<file path="config.mk">
export PLATFORM = sky130hd
export DESIGN_NAME = data_upload
export DESIGN_NICKNAME = d
export VERILOG_FILES = /design/src/rtl/data_upload.sv
export SDC_FILE = /design/constraint.sdc
export NUM_CORES = 1
export LEC_CHECK = 0
export CORE_MARGIN = 4
export CORE_UTILIZATION = 45
export DETAILED_ROUTE_END_ITERATION = 8
export PLACE_DENSITY = 0.67
export SYNTH_ARGS = -nofsm -noshare
export SYNTH_HDL_FRONTEND = slang
export SYNTH_SLANG_ARGS = --single-unit
</file>
<file path="constraint.sdc">
create_clock -name clk -period 7.7 [get_ports clk]
set_input_delay 1.54 -clock clk [delete_from_list [all_inputs] [get_ports clk]]
set_output_delay 1.54 -clock clk [all_outputs]
set_load 0.02 [all_outputs]
</file>
<file path="src/rtl/data_upload.sv">
// ---------------------------------------------------------------------------
// data_upload
//   SPI-slave transmitter that streams a RAM region (tape/snapshot save) back
//   to the IO controller. It shares sck/ss/sdi and the byte framing with the
//   download channel. The SPI lines are oversampled in the clk domain.
//   A req/ack prefetcher keeps one byte ready in 'hold' so that the shifter
//   can load it before the first bit of each byte goes out.
//
// Ports
//   clk, reset    system clock (>= 8x sck), asynchronous active-high reset
//   sck, ss, sdi  SPI from the IO controller (mode 0, ss high = deselected)
//   sdo, sdo_en   SPI data back (MSB first) and its output enable
//   size          bytes valid in the buffer, sampled at upload start
//   uploading     upload session active
//   count         RAM bytes shifted out in the current session
//   rd, a         RAM read request / address (a stable while rd=1)
//   din, rd_ack   RAM read data, valid with the one-cycle acknowledge
// ---------------------------------------------------------------------------
module data_upload #(
  parameter logic [24:0] ADDR_BASE  = 25'h200000,
  parameter logic [7:0]  RD_TIMEOUT = 8'd255
) (
  input  logic        clk,
  input  logic        reset,
  input  logic        sck,
  input  logic        ss,
  input  logic        sdi,
  output logic        sdo,
  output logic        sdo_en,
  input  logic [24:0] size,
  output logic        uploading,
  output logic [24:0] count,
  output logic        rd,
  output logic [24:0] a,
  input  logic [7:0]  din,
  input  logic        rd_ack
);

  localparam logic [7:0] UIO_FILE_RX     = 8'h56;
  localparam logic [7:0] UIO_FILE_RX_DAT = 8'h57;

  typedef enum logic {PF_IDLE, PF_REQ} pf_state_t;

  // input synchronisers; *_d is one more stage for edge detection
  logic sck_m, sck_s, sck_d;
  logic ss_m, ss_s;
  logic sdi_m, sdi_s;

  logic [3:0]  cnt;
  logic [7:0]  sbuf;
  logic [7:0]  cmd;
  logic [7:0]  shreg;
  logic        load_pending;

  logic [25:0] addr;
  logic [24:0] lim;
  logic [7:0]  hold;
  logic        hold_valid;
  logic        hold_pad;      // hold is end-of-buffer padding, not RAM data
  logic        discard;       // outstanding read belongs to a finished session
  logic [7:0]  timer;
  pf_state_t   state;

  logic        rise, fall;
  logic [7:0]  sbuf_next;
  logic        start_evt, stop_evt;
  logic [25:0] limit;
  logic        in_range;
  logic        rd_timeout, rd_done;

  assign rise      = sck_s & ~sck_d;
  assign fall      = ~sck_s & sck_d;
  assign sbuf_next = {sbuf[6:0], sdi_s};

  // start/stop are decided on the last rise of a UIO_FILE_RX data byte
  assign start_evt = rise && !ss_s && (cnt == 4'd15) && (cmd == UIO_FILE_RX) &&  sbuf_next[0];
  assign stop_evt  = rise && !ss_s && (cnt == 4'd15) && (cmd == UIO_FILE_RX) && !sbuf_next[0];

  // 26-bit end address so a buffer ending at the top of the space cannot wrap
  assign limit    = {1'b0, ADDR_BASE} + {1'b0, lim};
  assign in_range = (addr < limit);

  assign rd_timeout = (state == PF_REQ) && !rd_ack && (timer == RD_TIMEOUT - 8'd1);
  assign rd_done    = (state == PF_REQ) && (rd_ack || rd_timeout);

  assign sdo = shreg[7];

  always_ff @(posedge clk or posedge reset) begin
    if (reset) begin
      sck_m        <= 1'b0;
      sck_s        <= 1'b0;
      sck_d        <= 1'b0;
      ss_m         <= 1'b0;
      ss_s         <= 1'b0;
      sdi_m        <= 1'b0;
      sdi_s        <= 1'b0;
      cnt          <= 4'd0;
      sbuf         <= 8'd0;
      cmd          <= 8'd0;
      shreg        <= 8'd0;
      load_pending <= 1'b0;
      sdo_en       <= 1'b0;
      uploading    <= 1'b0;
      count        <= 25'd0;
      addr         <= {1'b0, ADDR_BASE};
      lim          <= 25'd0;
      hold         <= 8'd0;
      hold_valid   <= 1'b0;
      hold_pad     <= 1'b0;
      discard      <= 1'b0;
      timer        <= 8'd0;
      state        <= PF_IDLE;
      rd           <= 1'b0;
      a            <= ADDR_BASE;
    end else begin
      sck_m <= sck;
      sck_s <= sck_m;
      sck_d <= sck_s;
      ss_m  <= ss;
      ss_s  <= ss_m;
      sdi_m <= sdi;
      sdi_s <= sdi_m;

      // ---------------- prefetch ----------------
      case (state)
        PF_IDLE: begin
          // no launch in the cycle a session starts/stops: addr is being rewritten
          if (uploading && !hold_valid && !start_evt && !stop_evt) begin
            if (in_range) begin
              state <= PF_REQ;
              rd    <= 1'b1;
              a     <= addr[24:0];
              timer <= 8'd0;
            end else begin
              hold       <= 8'h00;
              hold_valid <= 1'b1;
              hold_pad   <= 1'b1;
            end
          end
        end
        PF_REQ: begin
          if (rd_done) begin
            state   <= PF_IDLE;
            rd      <= 1'b0;
            discard <= 1'b0;
            // a read that straddles a session boundary finishes but is dropped
            if (!(discard || start_evt || stop_evt)) begin
              hold       <= rd_ack ? din : 8'hFF;
              hold_valid <= 1'b1;
              hold_pad   <= 1'b0;
              addr       <= addr + 26'd1;
            end
          end else begin
            timer <= timer + 8'd1;
            if (start_evt || stop_evt) begin
              discard <= 1'b1;
            end
          end
        end
        default: state <= PF_IDLE;
      endcase

      // ---------------- framing and shifter ----------------
      if (ss_s) begin
        // deselect wins over a load that is still waiting for its fall
        cnt          <= 4'd0;
        sdo_en       <= 1'b0;
        load_pending <= 1'b0;
      end else begin
        if (rise) begin
          sbuf <= sbuf_next;
          cnt  <= (cnt == 4'd15) ? 4'd8 : cnt + 4'd1;
          if (cnt == 4'd7) begin
            cmd <= sbuf_next;
            if (sbuf_next == UIO_FILE_RX_DAT && uploading) begin
              sdo_en       <= 1'b1;
              load_pending <= 1'b1;
            end
          end
          if (cnt == 4'd15 && sdo_en) begin
            load_pending <= 1'b1;
          end
        end
        if (fall && sdo_en) begin
          if (load_pending) begin
            load_pending <= 1'b0;
            if (hold_valid) begin
              shreg      <= hold;
              hold_valid <= 1'b0;
              if (!hold_pad) begin
                count <= count + 25'd1;
              end
            end else begin
              // underrun: addr is untouched, so the late byte goes out next
              shreg <= 8'hFF;
            end
          end else begin
            shreg <= {shreg[6:0], 1'b0};
          end
        end
      end

      // ---------------- session control ----------------
      if (start_evt) begin
        addr       <= {1'b0, ADDR_BASE};
        lim        <= size;
        count      <= 25'd0;
        uploading  <= 1'b1;
        hold_valid <= 1'b0;
        hold_pad   <= 1'b0;
      end
      if (stop_evt) begin
        uploading <= 1'b0;
      end
    end
  end

endmodule

</file>
# ---- After elaboration in Yosys (flattened, before gate mapping)
# Cells that the tools add are included.
dict set report op_classes {
  bitwise 6
  reduce_logical 46
  addsub 5
  mux 64
  n_shift 0
  magnitude_cmp 1
  mul 0
  eq_ne 18
  div_mod_pow 0
}
# cell n
set ops {}
lappend ops {{$mux W25} 6}
lappend ops {{$mux W26} 4}
lappend ops {{$mux W8} 10}
lappend ops {{$mux W1} 35}
lappend ops {{$pmux W8 S2} 2}
lappend ops {{$add A22 B25 Y26 const A} 1}
lappend ops {{$add A26 B1 Y26 const B} 1}
lappend ops {{$lt A26 B26 Y1} 1}
lappend ops {{$add A25 B1 Y25 const B} 1}
lappend ops {{$reduce_bool A2 Y1} 10}
lappend ops {{$reduce_and A3 Y1} 6}
lappend ops {{$eq A8 B7 Y1 const B} 2}
lappend ops {{$logic_and A1 B1 Y1} 14}
lappend ops {{$mux W4} 3}
lappend ops {{$ne A2 B2 Y1 const B} 6}
lappend ops {{$ne A3 B3 Y1 const B} 3}
lappend ops {{$add A8 B1 Y8 const B} 1}
lappend ops {{$eq A8 B8 Y1 const B} 1}
lappend ops {{$pmux W1 S2} 4}
lappend ops {{$reduce_and A4 Y1} 2}
lappend ops {{$logic_not A1 Y1} 6}
lappend ops {{$ne A2 B1 Y1 const B} 3}
lappend ops {{$reduce_and A2 Y1} 3}
lappend ops {{$reduce_and A5 Y1} 1}
lappend ops {{7 further kinds} 14}
dict set report word_totals {
  romBits 0
  register_bits 159
  n_memories 0
  mem_bits_rw 0
  wordCells 165
  out_inout_bits 54
  inputBits 39
  latch_bits 0
}

# ---- Depth between registers and ports, before layout
dict set report logic_depth {
  depth_word 16
  mapped_depth 10
  depth_no_buf 9
}

# ---- Least setup slack after synthesis
# OpenSTA, ideal clock, no wires.
dict set report synth_timing {
  path_type {input-to-reg}
  from {input port rd_ack}
  to {register addr[21]}
  t_arrival_ps 2696
  setup_time_ps 64
  n_path_buf 0
  required_ps 7636
  path_slack_ps 4940
  stages 5
  cell_sequence {a22oi_1 nor4_4 nand2_1 or3_1 nand3_1}
}
dict set report synth_between {
  elab_chain_len 7
}
# element line_no
set synth_lines {}
lappend synth_lines {{from (decl)} 36} ;# input logic rd_ack
lappend synth_lines {{$logic_not A1 Y1} 83} ;# assign rd_timeout = (state == PF_REQ) && !rd_ack && (timer == RD_TIMEOUT - 8'd1);
lappend synth_lines {{$logic_and A1 B1 Y1 (2 in series)} 83}
lappend synth_lines {{$logic_or A1 B1 Y1 (*)} 84} ;# assign rd_done = (state == PF_REQ) && (rd_ack || rd_timeout);
lappend synth_lines {{$logic_and A1 B1 Y1 (*)} 84}
lappend synth_lines {{$reduce_bool A2 Y1 (no line) (*)} n/a}
lappend synth_lines {{$reduce_and A3 Y1 (no line) (*)} n/a}
lappend synth_lines {{to (signal assigned)} 105} ;# addr <= {1'b0, ADDR_BASE};
lappend synth_lines {{to (signal assigned)} 151} ;# addr <= addr + 26'd1;
lappend synth_lines {{to (signal assigned)} 205} ;# addr <= {1'b0, ADDR_BASE};
lappend synth_lines {{to (decl)} 55} ;# logic [25:0] addr;
# Every way passes the cells marked *; elsewhere a longest branch is shown, timed or not.
# A chain may end at the register's enable or synchronous reset.

# ---- Worst setup path in the final report
# Same ends and word-level chain as after synthesis.

==> flow_summary.ini <==
[worst_setup_path]
start_kind = input pin
crit_type = input pin to flip-flop
cp_slowest_cell = clkdlybuf4s50_1
arrival_ns = 3.76
critPathTopFamily = simple AND/OR/NAND/NOR gates
cp-end-kind = flip-flop
critPathRequiredTime_ns = 8.05
cpPeakStageDelay_ns = 0.73
path_buf_inv = 1
crit_fanout = 11
cp_cell_sequence = clkdlybuf4s50_1, a22oi_1, nor4_4, nand2_1, or3_1, nand3_1

[cts]
cts-root-buf = clkbuf_16
cts_tree = yes
cts.repair.resized = 0
cts_setup_buffers = 0
numCtsBuffers = 17
htree_levels = 4
clock_sinks = 159
clock_latency_ns = 0.42
clk_path_buf_depth = 2
path_clk_slew_ns = 0.06
ctsHoldBuffers = 0

[synthesis]
synth_area_um2 = 7530
yosysSeqAreaShare = 0.529
synth.distinct_cells = 56
synthFlopType = dfrtp_1
ys_ff_latch = 159
synth_edf_count = 0
synth_nets = 775
synth_top_cell_area_share = 0.522
yosysTopAreaCell = dfrtp_1
synth_most_common_cell = dfrtp_1
synthTopCellsByCount = dfrtp_1, nand2_1, nor2_1
synth_warnings = 0
syn_avg_cell_area_um2 = 10.7
syn_inst = 705
synthTopCellsByArea = dfrtp_1, ha_1, xor2_1
async_flop_share = 1.00

[sta]
slew_viol_final = 0
min_period_ns = 3.42
hold_viol = 0
finalClockSkew_ns = 0.0113
final.setup.tns_ns = 0
tightestPinTransition_ns = 1.19
fin_crit_sh = 0.444
fmax_ghz = 0.293
setup_viol_count_final = 0
relSlewSlack = 0.199
grt_setup_unrepaired = false

[die]
die_h_um = 137
rows = 47
io_pins = 93
core_um2 = 16500
start_util = 0.457
fp.dieArea_um2 = 18900
dieWidth_um = 137

[global_routing]
grt-ovfl-total = 0
antenna_found_initial = 0
track_usage = 0.188
grt_first_pass_wirelength_mm = 28.0
grt_pass1_vias = 5650
grt_max_degree = 107

[placed_design]
dpl_cell_area_um2 = 8610
gp_congestion = 0.834
port_buffers = 92
dpl.hpwl_mm = 11.6

[drt]
drtIter0Drc = 225
drc_errors = 0
wl_per_cell_um = 16.2
final_antenna_net_count = 0
via_per_inst = 5.30
routed_wirelength_mm = 16.6
vias = 5421
drt_first_pass_iters = 5

[finish]
final_nets = 860
stdcell_area_um2 = 9270
drive_above_1_share = 0.103
syn_to_final_growth_pct = 23.1
antenna_cells = 0

[pwr]
power_density_nw_per_um2 = 201
vdd_drop_max_mv = 0.153
p_leak_nw = 4.30

[min_path]
hold_path_class = flip-flop to flip-flop

[flow_run]
drv_cap = 0

[run_status]
status = finished, final reports clean
==> sequential cells by signal, summed over array words and instances (netlist names), 4 cells and up <==
name / count
count: 25
lim: 25
timer: 8
cnt: 4
cmd: 8
hold: 8
sbuf: 7
addr: 26
shreg: 8
a: 25
==> power breakdown <==
part / total, mW / switching, mW / internal, mW
logic: 0.0663 / 0.0297 / 0.0366
clock network: 0.920 / 0.336 / 0.584
registers: 0.879 / 0.0222 / 0.857
==> final cells by class <==
cell class / count / area [um^2]
fill: 1446 / 7200
multi-input combinational: 485 / 3280
timing repair buffer: 96 / 951
sequential: 159 / 3980
clock inverter: 14 / 214
tap: 220 / 275
clock buffer: 18 / 439
inverter: 31 / 121
==> final timing paths <==
path | start | end | slack [ns] | cells after the start
min in group asynchronous | reset | count[17] | 1.71 | 2
worst min-delay path | ss_m | ss_s | 0.35 | 0
worst min register to register | ss_m | ss_s | 0.35 | 0
worst max-delay path | rd_ack | addr[21] | 4.28 | 6
worst max register to register | lim[21] | a[23] | 4.52 | 10
max in group asynchronous | reset | lim[16] | 4.72 | 3
==> layer usage <==
layer  share of wire  global-route usage  routed length [um]  vias up
met1            0.45               0.245                7470     2680
met2            0.50               0.312                8230      104
met3           0.040              0.0431                 666       15
met5               0                   0                   0        -
met4           0.013              0.0593                 215        0
li1                -                   -                   -     2622
==> stage by stage <==
step | hold WS [ns] | power (mW) | utilization | setup slack, ns | std cells
3_3_place_gp | 0.333 | 0.957 | 0.523 | 3.92 | 991
5_1_grt | 0.357 | 1.94 | 0.563 | 4.09 | 1023
4_1_cts | 0.352 | 1.89 | 0.563 | 4.29 | 1023
2_1_floorplan | 0.331 | 0.925 | - | 1.87 | 705
6_report | 0.348 | 1.87 | 0.563 | 4.28 | 1023
3_5_place_dp | 0.338 | 0.962 | 0.523 | 3.84 | 991
==> placed cells by master, fill, tap and decap left out, types with 11 or more instances in the layout <==
master             n
a21oi_1           20
and3_1            13
clkbuf_16         17
clkdlybuf4s50_1   92
dfrtp_1          157
ha_1              31
inv_1             30
mux2_1            19
mux2_2            21
nand2_1           76
nand3_1           27
nand4_1           24
nor2_1            69
o21ai_0           42
or3_1             11
xnor2_1           12
xor2_1            39
==> cells by family (layout without fill, tap and decap cells) <==
group | count (synthesis) | after routing | share of synthesized area
mux | 42 | 42 | 0.0625
fa+ha+maj | 31 | 31 | 0.0515
buf+inv | 61 | 159 | 0.0352
simple gates | 275 | 275 | 0.194
xor+xnor | 51 | 51 | 0.0593
compound gates | 86 | 86 | 0.0691
flops | 159 | 159 | 0.529
==> worst register-to-register path, delay by kind of cell, from the launching register on <==
kind                       cells  cell delay, ns
AOI/OAI and AO/OA              2            0.42
and+or+nand+nor                3            0.72
DFF                            1            0.43
muxes                          1            0.39
adders and majority gates      2            0.55
buffers and inverters          1            0.43
xor gates and xnor gates       1            0.13
Power figures use the tool's default switching activity.
